<file path="src/rtl/slr_credit_tx_if.sv">
// Producer-side and link-side handshake bundle for slr_credit_tx.
// master: the producer / remote-receiver side; slave: the credit transmitter.
interface slr_credit_tx_if #(
    parameter int unsigned WIDTH = 32
) ();
    logic             in_valid;
    logic             in_ready;
    logic [WIDTH-1:0] in_bits;
    logic             tx_valid;
    logic [WIDTH-1:0] tx_bits;
    logic             credit_in;

    modport master (
        output in_valid,
        output in_bits,
        output credit_in,
        input  in_ready,
        input  tx_valid,
        input  tx_bits
    );

    modport slave (
        input  in_valid,
        input  in_bits,
        input  credit_in,
        output in_ready,
        output tx_valid,
        output tx_bits
    );
endinterface

</file>
<file path="src/rtl/slr_credit_tx.sv">
// Credit-based transmit end of an inter-SLR link.
// Holds one token per free slot in the remote receive FIFO, spends one per word sent and recovers
// one per (registered) credit_in pulse. All link-facing outputs are registered.
// Optional statistics counters are enabled by defining SLR_CREDIT_TX_STATS_EN.
module slr_credit_tx #(
    parameter int unsigned WIDTH    = 32,
    parameter int unsigned CREDITS  = 8,
    parameter int unsigned CREDIT_W = 4
) (
    input  logic                clock,
    input  logic                reset,
    slr_credit_tx_if.slave      link,
    output logic [CREDIT_W-1:0] credit_count,
    output logic [1:0]          link_state,
`ifdef SLR_CREDIT_TX_STATS_EN
    output logic [31:0]         tx_word_count,
    output logic [31:0]         stall_cycles,
`endif
    output logic                credit_err
);

    localparam logic [CREDIT_W-1:0] Full = CREDIT_W'(CREDITS);

    typedef enum logic [1:0] {
        StIdle  = 2'd0,
        StBusy  = 2'd1,
        StStall = 2'd2
    } state_e;

    state_e              state_q, state_d;
    logic [CREDIT_W-1:0] credits_q, credits_d;
    logic                credit_q;
    logic                tx_valid_q;
    logic [WIDTH-1:0]    tx_bits_q;
    logic                credit_err_q;
    logic                in_ready;
    logic                send;
    logic                overflow;

    // Ready depends only on the token register so no combinational path runs from in_valid.
    assign in_ready = (credits_q != '0);
    assign send     = link.in_valid & in_ready;

    // Token count next-state; a return with nothing spent at full count is an overflow and saturates.
    always_comb begin
        credits_d = credits_q;
        overflow  = 1'b0;
        if (send && !credit_q) begin
            credits_d = credits_q - 1'b1;
        end else if (!send && credit_q) begin
            if (credits_q == Full) begin
                overflow = 1'b1;
            end else begin
                credits_d = credits_q + 1'b1;
            end
        end
    end

    // Link state follows where the token count is heading.
    always_comb begin
        state_d = state_q;
        unique case (state_q)
            StIdle: begin
                if (credits_d == '0)        state_d = StStall;
                else if (credits_d != Full) state_d = StBusy;
            end
            StBusy: begin
                if (credits_d == '0)        state_d = StStall;
                else if (credits_d == Full) state_d = StIdle;
            end
            StStall: begin
                if (credits_d == Full)      state_d = StIdle;
                else if (credits_d != '0)   state_d = StBusy;
            end
            default: state_d = StIdle;
        endcase
    end

    // Credit capture, token counter, FSM, registered link outputs and sticky error.
    always_ff @(posedge clock or posedge reset) begin
        if (reset) begin
            credit_q     <= 1'b0;
            credits_q    <= Full;
            state_q      <= StIdle;
            tx_valid_q   <= 1'b0;
            tx_bits_q    <= '0;
            credit_err_q <= 1'b0;
        end else begin
            credit_q   <= link.credit_in;
            credits_q  <= credits_d;
            state_q    <= state_d;
            tx_valid_q <= send;
            if (send) begin
                tx_bits_q <= link.in_bits;
            end
            if (overflow) begin
                credit_err_q <= 1'b1;
            end
        end
    end

`ifdef SLR_CREDIT_TX_STATS_EN
    logic [31:0] tx_word_count_q;
    logic [31:0] stall_cycles_q;

    // Word counter wraps; stall counter saturates.
    always_ff @(posedge clock or posedge reset) begin
        if (reset) begin
            tx_word_count_q <= '0;
            stall_cycles_q  <= '0;
        end else begin
            if (send) begin
                tx_word_count_q <= tx_word_count_q + 32'd1;
            end
            if (link.in_valid && !in_ready && (stall_cycles_q != '1)) begin
                stall_cycles_q <= stall_cycles_q + 32'd1;
            end
        end
    end

    assign tx_word_count = tx_word_count_q;
    assign stall_cycles  = stall_cycles_q;
`endif

    assign link.in_ready = in_ready;
    assign link.tx_valid = tx_valid_q;
    assign link.tx_bits  = tx_bits_q;
    assign credit_count  = credits_q;
    assign link_state    = state_q;
    assign credit_err    = credit_err_q;

endmodule
</file>
<file path="src/flat_wrapper.sv">
// flat-port wrapper written by rule: the top's interface ports become plain ports
module slr_credit_tx_flat 
#(
    parameter int unsigned WIDTH    = 32,
    parameter int unsigned CREDITS  = 8,
    parameter int unsigned CREDIT_W = 4
)
  (clock, reset, credit_count, link_state, credit_err, link_in_valid, link_in_bits, link_credit_in, link_in_ready, link_tx_valid, link_tx_bits);
  slr_credit_tx_if #(.WIDTH(WIDTH)) link_i ();
  input  logic clock;
  input  logic reset;
  output logic [CREDIT_W-1:0] credit_count;
  output logic [1:0] link_state;
  output logic credit_err;
  input wire logic [$bits(link_i.in_valid)-1:0] link_in_valid;
  input wire logic [$bits(link_i.in_bits)-1:0] link_in_bits;
  input wire logic [$bits(link_i.credit_in)-1:0] link_credit_in;
  output wire logic [$bits(link_i.in_ready)-1:0] link_in_ready;
  output wire logic [$bits(link_i.tx_valid)-1:0] link_tx_valid;
  output wire logic [$bits(link_i.tx_bits)-1:0] link_tx_bits;
  assign link_i.in_valid = link_in_valid;
  assign link_i.in_bits = link_in_bits;
  assign link_i.credit_in = link_credit_in;
  assign link_in_ready = link_i.in_ready;
  assign link_tx_valid = link_i.tx_valid;
  assign link_tx_bits = link_i.tx_bits;
  slr_credit_tx #(.WIDTH(WIDTH), .CREDITS(CREDITS), .CREDIT_W(CREDIT_W)) u_core (.clock(clock), .reset(reset), .link(link_i), .credit_count(credit_count), .link_state(link_state), .credit_err(credit_err));
endmodule
</file>
<file path="config.mk">
export PLATFORM = sky130hd
export DESIGN_NAME = slr_credit_tx_flat
export DESIGN_NICKNAME = d
export VERILOG_FILES = /design/src/rtl/slr_credit_tx_if.sv /design/src/rtl/slr_credit_tx.sv /design/src/flat_wrapper.sv
export SDC_FILE = /design/constraint.sdc
export NUM_CORES = 1
export LEC_CHECK = 0
export CELL_PAD_IN_SITES_DETAIL_PLACEMENT = 2
export CELL_PAD_IN_SITES_GLOBAL_PLACEMENT = 2
export CORE_UTILIZATION = 24
export DETAILED_ROUTE_END_ITERATION = 12
export HOLD_SLACK_MARGIN = 0.08
export PLACE_DENSITY_LB_ADDON = 0.1
export SLEW_MARGIN = 25
export SYNTH_ARGS = -nofsm -noshare
export SYNTH_HDL_FRONTEND = slang
export SYNTH_SLANG_ARGS = --single-unit
</file>
<file path="constraint.sdc">
create_clock -name clock -period 1.9 [get_ports clock]
set_input_delay 0.285 -clock clock [delete_from_list [all_inputs] [get_ports clock]]
set_output_delay 0.285 -clock clock [all_outputs]
set_load 0.005 [all_outputs]
</file>
## After elaboration in Yosys (flattened, before gate mapping)

Index checks and enable logic that the tools add are counted.

- Add/subtract/negate cells: 2
- Multiply operators: 0
- Divide/modulo/power cells: 0
- Order comparisons: 0
- Equal/unequal tests: 8
- Shifts and indexed selects: 0
- Mux-type cells: 13
- Bitwise gates (word level): 1
- Reductions and logical operators: 9

Operators with widths:

| kind | count |
|---|---|
| 2-to-1 mux 2 bit | 6 |
| 2-to-1 mux 4 bit | 3 |
| != test 3 x 1 -> 1 bit, second input constant | 3 |
| equality test 4 bit, second input constant | 2 |
| nonzero test 4 bit | 2 |
| case mux 2 bit (3 select lines) | 1 |
| adder 4 x 1 -> 4 bit, second input constant | 1 |
| logical NOT 4 bit | 1 |
| != test 4 bit, second input constant | 1 |
| subtractor 4 x 1 -> 4 bit, second input constant | 1 |
| 2-to-1 mux 1 bit | 3 |
| AND reduction 3 bit | 1 |
| equality test 2 x 1 -> 1 bit, second input constant | 1 |
| equality test 2 bit, second input constant | 1 |
| logical AND 1 bit | 2 |
| logical NOT 1 bit | 2 |
| logical NOT 2 bit | 1 |
| AND 1 bit | 1 |

- Register bits: 41
- Latch bits: 0
- Bits in writable memories: 0
- ROM bits: 0
- Bits of input ports: 36
- Memories kept: 0

## Longest topological paths before layout

Gate-level depths: netlist of run 1.

- Depth after elaboration: 10
- Depth in mapped cells: 9
- Gate-level depth less buffers: 8

## Worst setup path after synthesis of run 1

No wires, ideal clock.

- Path kind: register -> register
- Start: register u_core.credits_q[1], in the netlist u_core.credit_count[1]
- End: register u_core.tx_bits_q[0], in the netlist u_core.link.tx_bits[0]
- Setup time: 0.125 ns
- Arrival time: 1.882 ns
- Path slack: -0.107 ns
- Stages on the path, launching flop included: 8
- Period minus slack after synthesis: 2.007 ns
- Cell sequence: dfrtp_1 > inv_1 > ha_1 > or3b_1 > buf_6 > nand2_8 > buf_2 > mux2_2

- Longest elaborated chain between the ends: 2

RTL lines:

| element | RTL line | source |
|---|---|---|
| from (decl) | slr_credit_tx.sv:31 | `logic [CREDIT_W-1:0] credits_q, credits_d;` |
| from (signal assigned) | slr_credit_tx.sv:83 | `credits_q <= Full;` |
| from (signal assigned) | slr_credit_tx.sv:90 | `credits_q <= credits_d;` |
| nonzero test 4 bit | slr_credit_tx.sv:41 | `assign in_ready = (credits_q != '0);` |
| via link_in_ready | flat_wrapper.sv:18 | `output wire logic [$bits(link_i.in_ready)-1:0] link_in_ready;` |
| AND 1 bit | slr_credit_tx.sv:42 | `assign send = link.in_valid & in_ready;` |
| to (signal assigned) | slr_credit_tx.sv:94 | `tx_bits_q <= link.in_bits;` |
| to (decl) | slr_credit_tx.sv:34 | `logic [WIDTH-1:0] tx_bits_q;` |

The timed path passes the listed nets, and every way through them passes these cells.
A chain may end at the register's enable or synchronous reset.

## Worst setup path after layout of run 1

- Start: register u_core.credits_q[0], in the netlist u_core.credit_count[0]
- End: register u_core.state_q[1], in the netlist u_core.link_state[1]

- Longest elaborated chain between the ends: 9

RTL lines:

| element | RTL line | source |
|---|---|---|
| nonzero test 4 bit * | slr_credit_tx.sv:41 |  |
| AND 1 bit * | slr_credit_tx.sv:42 |  |
| via u_core.send | slr_credit_tx.sv:37 | `logic send;` |
| logical NOT 1 bit | slr_credit_tx.sv:50 | `end else if (!send && credit_q) begin` |
| logical AND 1 bit | slr_credit_tx.sv:50 |  |
| 2-to-1 mux 4 bit | slr_credit_tx.sv:50 |  |
| 2-to-1 mux 4 bit * | slr_credit_tx.sv:48 | `if (send && !credit_q) begin` |
| via u_core.credits_d[3] | slr_credit_tx.sv:31 |  |
| equality test 4 bit, or another cell as far along | slr_credit_tx.sv:69, slr_credit_tx.sv:72 |  |
| != test 3 x 1 -> 1 bit (no source line), or another cell as far along | n/a |  |
| AND reduction 3 bit (no source line) or case mux 2 bit (3 select lines) (tied branches) | n/a |  |
| to (signal assigned) | slr_credit_tx.sv:84 | `state_q <= StIdle;` |
| to (signal assigned) | slr_credit_tx.sv:91 | `state_q <= state_d;` |
| to (decl) | slr_credit_tx.sv:30 | `state_e state_q, state_d;` |

Mark *: on every way through the listed nets, which the timed path passes. The rest lies on a longest branch.

==> summary.txt, run 1 <==
Status - finished, final reports clean
Total Power - 3.353 mW
Startpoint types - register
Ant. Diodes - 0
M1 GR Usage - 0.1442
Crit share post-route - 0.9752
DR WL/cell - 15.42 um
DRC - 0
Setup violators final - 0
DR iter-0 viols - 21
Worst skew pair latency - 290 ps
Net Count, Synth - 159
Mean post-synth cell area - 14.66 sq um
Post-synth EDFFs - 0
Vias in the first global route - 1,524
Seq cells post-synth - 41
Number of CTS-inserted buffers - 5
Ports - 77
CTS Buffer Depth - 2
First-pass GRT wire length - 7576 um
WP data arrival - 2050 ps
Die width - 87.98 um
H-tree levels - 2
Routed vias/inst - 4.334
Setup CP Type - register to register
GRT met2 Usage - 0.2438
RSZ-0062 raised after global routing - true
Final hold violation count - 0
Setup Skew - 3.246 ps
Drt pass-1 iters - 6
Pin slew with the least headroom to its limit - 321.5 ps
Largest net degree at the start of global routing - 42
Maxcap violations - 0
Mapped Cells - 121
Fmax - 539.7 MHz
HPWL after DPL - 3593 um
Hold_buf cts - 0
Cell area after synthesis - 0.001774 sq mm
Layout fillers - 748
Routed Antenna Nets - 0
P_leak - 1.175 nW
Final instance area - 0.002885 sq mm
Yosys warns - 0
Seq/Total Area, Yosys - 0.5790
Final Max Tran Viols - 0
Core Rows - 30
CTS sink cnt - 41
Core area - 0.006982 sq mm
Post-route minimum period - 1853 ps
Hold crit path type - input port to asynchronous set/reset pin
Async set or reset register ratio after synthesis - 1.000
Critical-path maximum fanout - 4
Worst Setup Slack, final - 47.12 ps
Ys flop type - dfrtp_1
Synth top area share - 0.5642
Tot GR Track Use - 0.1331
DP Worst Slack - -110.4 ps
Initial antenna violation count - 0
Setup crit end kind - register
GRT busiest layer - met2
CTS tree - yes
Slowest cell on the critical path - or3b_4
Fin util - 0.4133
Syn-to-layout area delta - 62.62%
Slew HR - 0.7852
Netlist cell types - 35
Power Dens Cells - 1162 mW/mm^2
Dpl cell area - 0.002769 sq mm
Commonest non-fill, non-tap cells in the layout - clkdlybuf4s50_1, dfrtp_1, mux2_2
Final WL - 4797 um
Vias - 1,348
Worst VDD drop - 0.0004759 V
Initial Util - 0.2541
RD Place Congestion - 0.7535
Yosys top cell by area - dfrtp_1
Crit-path max cell delay - 440 ps
Data required, critical path - 2100 ps
Top post-synthesis cells by area - dfrtp_1, mux2_2, dfstp_2, o311ai_4, and2b_2
Commonest non-fill, non-tap cell in the layout - clkdlybuf4s50_1
Reg clk slew, reported paths - 80 ps
Crit path cell chain - inv_2, ha_4, or3b_4, nand2_8, inv_6, o21ai_4, xor2_2, nor4b_2
Met3 usage - 0.04524
Post-route setup TNS - 0 ps
Die height - 87.98 um
Final Net Count - 252
GRT overflow - 0
Full die area - 0.007740 sq mm
Count of buffers from port buffering - 76
Share of layout cells above drive strength 1 - 0.3442
Root Buffer - clkbuf_8
-- worst max-delay path: cells and delay by family, from the launching register on --
kind	cells	cell delay [ps]
AO/OA/AOI/OAI	1	160
XOR/XNOR	1	100
adder cells (fa/ha/maj)	1	140
buffers and inverters	2	140
flip-flops	1	390
AND/OR/NAND/NOR	3	820
-- final timing paths --
path	slack (ps)	cells after the start	startpoint	endpoint
min in group clock	430	1	link_credit_in	u_core.credit_q
max in group asynchronous	1300	3	reset	u_core.credit_count[3]
hold reg to reg	480	1	u_core.credit_err	u_core.credit_err
setup reg to reg	50	8	u_core.credit_count[0]	u_core.link_state[1]
setup / recovery	50	8	u_core.credit_count[0]	u_core.link_state[1]
hold / removal	340	3	reset	u_core.link.tx_bits[19]
-- report_power, final --
| part | internal (mW) | leakage, nW | switching (mW) |
|---|---|---|---|
| Combinational | 0.957 | 0.653 | 0.563 |
| Sequential | 1.12 | 0.477 | 0.163 |
| Clock | 0.255 | 0.0450 | 0.300 |
| Total | 2.33 | 1.17 | 1.03 |
-- layout make-up --
cell class	count	area (sq um)	area share
multi-input cells	70	725.7	0.2515
inverters	5	23.77	0.008239
clock buffers	6	72.57	0.02515
clock inverters	2	10.01	0.003469
repair buffers	91	905.9	0.3140
flip-flops and latches	41	1027	0.3560
well taps	96	120.1	0.04163
-- Yosys cell counts, types with 2 or more instances --
library cell,instances
buf_2,3
nand2_1,5
mux2_2,32
a21oi_1,3
and2b_2,3
inv_1,4
ha_1,2
nand3_1,2
dfrtp_1,40
nor2_1,2
-- cells by family after synthesis --
family	count (synthesis)	synth area share
DFF	41	0.5790
muxes	33	0.2158
and+or+nand+nor	22	0.08958
AOI/OAI and AO/OA	12	0.06418
buffers and inverters	10	0.03244
adders and majority gates	2	0.01410
xor gates and xnor gates	1	0.004937
-- flip-flops by register name, summed over array words and instances, names as in the netlist --
name	cells
u_core.credit_q	1
u_core.link_state	2
u_core.link.tx_bits	32
u_core.link.tx_valid	1
u_core.credit_count	4
u_core.credit_err	1
-- routing by layer --
metal,wire (um),share of wire
met5,0,0
met4,58,0.012
met3,265,0.055
met2,2560,0.53
met1,1912,0.40
-- metrics by stage --
stage                     cells  hold WS, ps
after global routing        311        350.8
after detailed placement    301        466.2
after CTS                   310        340.3
after global placement      301        453.1
final                       311        339.7
after floorplan             121        316.4
-- timing repair --
action                     in CTS  in global routing
pin swaps                       2                  1
buffers inserted                1                  1
setup endpoints to repair      36                  3
resized for setup               4                  4
Note: power is estimated with default switching activity, not from simulation.
==> run 2: changes to the inputs <==
Settings changed: CELL_PAD_IN_SITES_DETAIL_PLACEMENT 2 to 1, CELL_PAD_IN_SITES_GLOBAL_PLACEMENT 2 to 1, CORE_UTILIZATION 24 to 29.
==> run 2 against run 1 <==
Die area shrank 17%. Global-route usage grew 2.3 points. Hold slack lost 20 ps. Highest routed layer unchanged. Clock skew grew 1.7 ps. Clock power grew 27%. Critical path type unchanged. Critical endpoint unchanged. Worst setup slack lost 41 ps. Via count is essentially flat. First-iteration DRC count grew 24%.
==> summary.txt, run 2 (synthesis gave the netlist of run 1 again) <==
Ports - 77 (unchanged)
P_leak - 1.228 nW (was 1.175 nW)
Hold_buf cts - 0 (unchanged)
Number of CTS-inserted buffers - 5 (unchanged)
Commonest non-fill, non-tap cells in the layout - clkdlybuf4s50_1, dfrtp_1, mux2_2 (unchanged)
Post-route minimum period - 1894 ps (was 1853 ps)
Total Power - 3.664 mW (was 3.353 mW)
Tot GR Track Use - 0.1556 (was 0.1331)
WHS - 319.7 ps (was 339.7 ps)
Die height - 80.22 um (was 87.98 um)
Core area - 0.005921 sq mm (was 0.006982 sq mm)
Slew HR - 0.6912 (was 0.7852)
Final hold violation count - 0 (unchanged)
Worst VDD drop - 0.0005880 V (was 0.0004759 V)
Setup crit end kind - register (unchanged)
Power Dens Cells - 1232 mW/mm^2 (was 1162 mW/mm^2)
Pin slew with the least headroom to its limit - 463.1 ps (was 321.5 ps)
Maxcap violations - 0 (unchanged)
CTS tree - yes (unchanged)
CTS Buffer Depth - 2 (unchanged)
Status - finished, final reports clean (unchanged)
Ant. Diodes - 0 (unchanged)
Crit share post-route - 0.9967 (was 0.9752)
Reg clk slew, reported paths - 80 ps (about the same)
WP data arrival - 2090 ps (was 2050 ps)
RD Place Congestion - 0.7559 (was 0.7535)
Final Net Count - 258 (was 252)
Largest net degree at the start of global routing - 42 (unchanged)
Fin util - 0.5023 (was 0.4133)
Full die area - 0.006434 sq mm (was 0.007740 sq mm)
Final Max Tran Viols - 0 (unchanged)
Setup CP Type - register to register (unchanged)
Hold crit path type - input port to asynchronous set/reset pin (unchanged)
Worst skew pair latency - 290 ps (about the same)
Count of buffers from port buffering - 76 (unchanged)
RSZ-0062 raised after global routing - true (unchanged)
DRC - 0 (unchanged)
Setup violators final - 0 (unchanged)
H-tree levels - 2 (unchanged)
GRT overflow - 0 (unchanged)
Vias in the first global route - 1,476 (was 1,524)
Syn-to-layout area delta - 67.63% (was 62.62%)
Routed vias/inst - 4.557 (was 4.334)
Routed Antenna Nets - 0 (unchanged)
Startpoint types - register (unchanged)
Drt pass-1 iters - 3 (was 6)
Root Buffer - clkbuf_8 (unchanged)
Data required, critical path - 2100 ps (about the same)
Largest register FFs - 32 (unchanged)
DR WL/cell - 15.67 um (was 15.42 um)
DR iter-0 viols - 26 (was 21)
Share of layout cells above drive strength 1 - 0.3665 (was 0.3442)
Setup Skew - 4.953 ps (was 3.246 ps)
Post-route setup TNS - 0 ps (unchanged)
Initial Util - 0.2997 (was 0.2541)
Fmax - 528.1 MHz (was 539.7 MHz)
HPWL after DPL - 3360 um (was 3593 um)
First-pass GRT wire length - 7314 um (was 7576 um)
Critical-path maximum fanout - 3 (was 4)
Die width - 80.22 um (was 87.98 um)
Initial antenna violation count - 0 (unchanged)
Core Rows - 28 (was 30)
CTS sink cnt - 41 (unchanged)
Final WL - 4639 um (was 4797 um)
Vias - 1,349 (was 1,348)
Commonest non-fill, non-tap cell in the layout - clkdlybuf4s50_1 (unchanged)
==> run 2: what timing repair did <==
action,in CTS,in global routing
resized for setup,6,8
endpoints found under the setup margin,35,35
hold endpoints to repair,0,0
gates cloned,0,0
pin swaps,3,6
setup buffers,3,5
==> run 2: worst max-delay path, stage by stage (launching register included) <==
cell and delay [ps]:
dfrtp_1 400, inv_2 90, ha_4 140, or3b_4 390
buf_6 150, nand2_4 60, and3_4 190, o221ai_4 100
nor4b_2 280
==> run 2: final timing paths <==
path	startpoint	to	slack [ps]	depth (start not counted)
setup / recovery	u_core.credit_count[1]	u_core.link_state[1]	6	8
hold / removal	reset	u_core.credit_count[0]	320	3
setup reg to reg	u_core.credit_count[1]	u_core.link_state[1]	6	8
hold reg to reg	u_core.credit_err	u_core.credit_err	500	1
max in group asynchronous	reset	u_core.credit_count[3]	1310	3
min in group clock	link_credit_in	u_core.credit_q	440	1
==> run 2: per-layer routing <==
| metal | up-vias | GRT usage | part of all wire |
|---|---|---|---|
| li1 | 617 | - | - |
| met1 | 686 | 0.1694 | 0.36 |
| met2 | 40 | 0.2803 | 0.57 |
| met3 | 6 | 0.04886 | 0.059 |
| met4 | 0 | 0.05893 | 0.014 |
| met5 | - | 0 | 0 |
==> run 2: power breakdown <==
part           switching, mW  internal, mW
Sequential             0.145          1.11
Combinational          0.627          1.07
Clock                  0.311         0.395
Total                   1.08          2.58
==> run 2: metrics by stage <==
stage	cells	worst slack (ps)	instance area (sq um)
2_1_floorplan	121	9.333	1794
3_3_place_gp	280	8.049	2743
3_5_place_dp	280	-87.23	2743
4_1_cts	291	5.881	2897
5_1_grt	296	-101.1	2974
6_report	296	6.358	2974
==> run 2: area by class of cell <==
cell class | count | area (sq um)
clock buffer | 6 | 72.57
fill | 591 | 2947
timing repair buffer | 97 | 962.2
clock inverter | 2 | 38.79
multi-input combinational | 70 | 753.2
sequential | 41 | 1027
inverter | 5 | 26.28
tap | 75 | 93.84
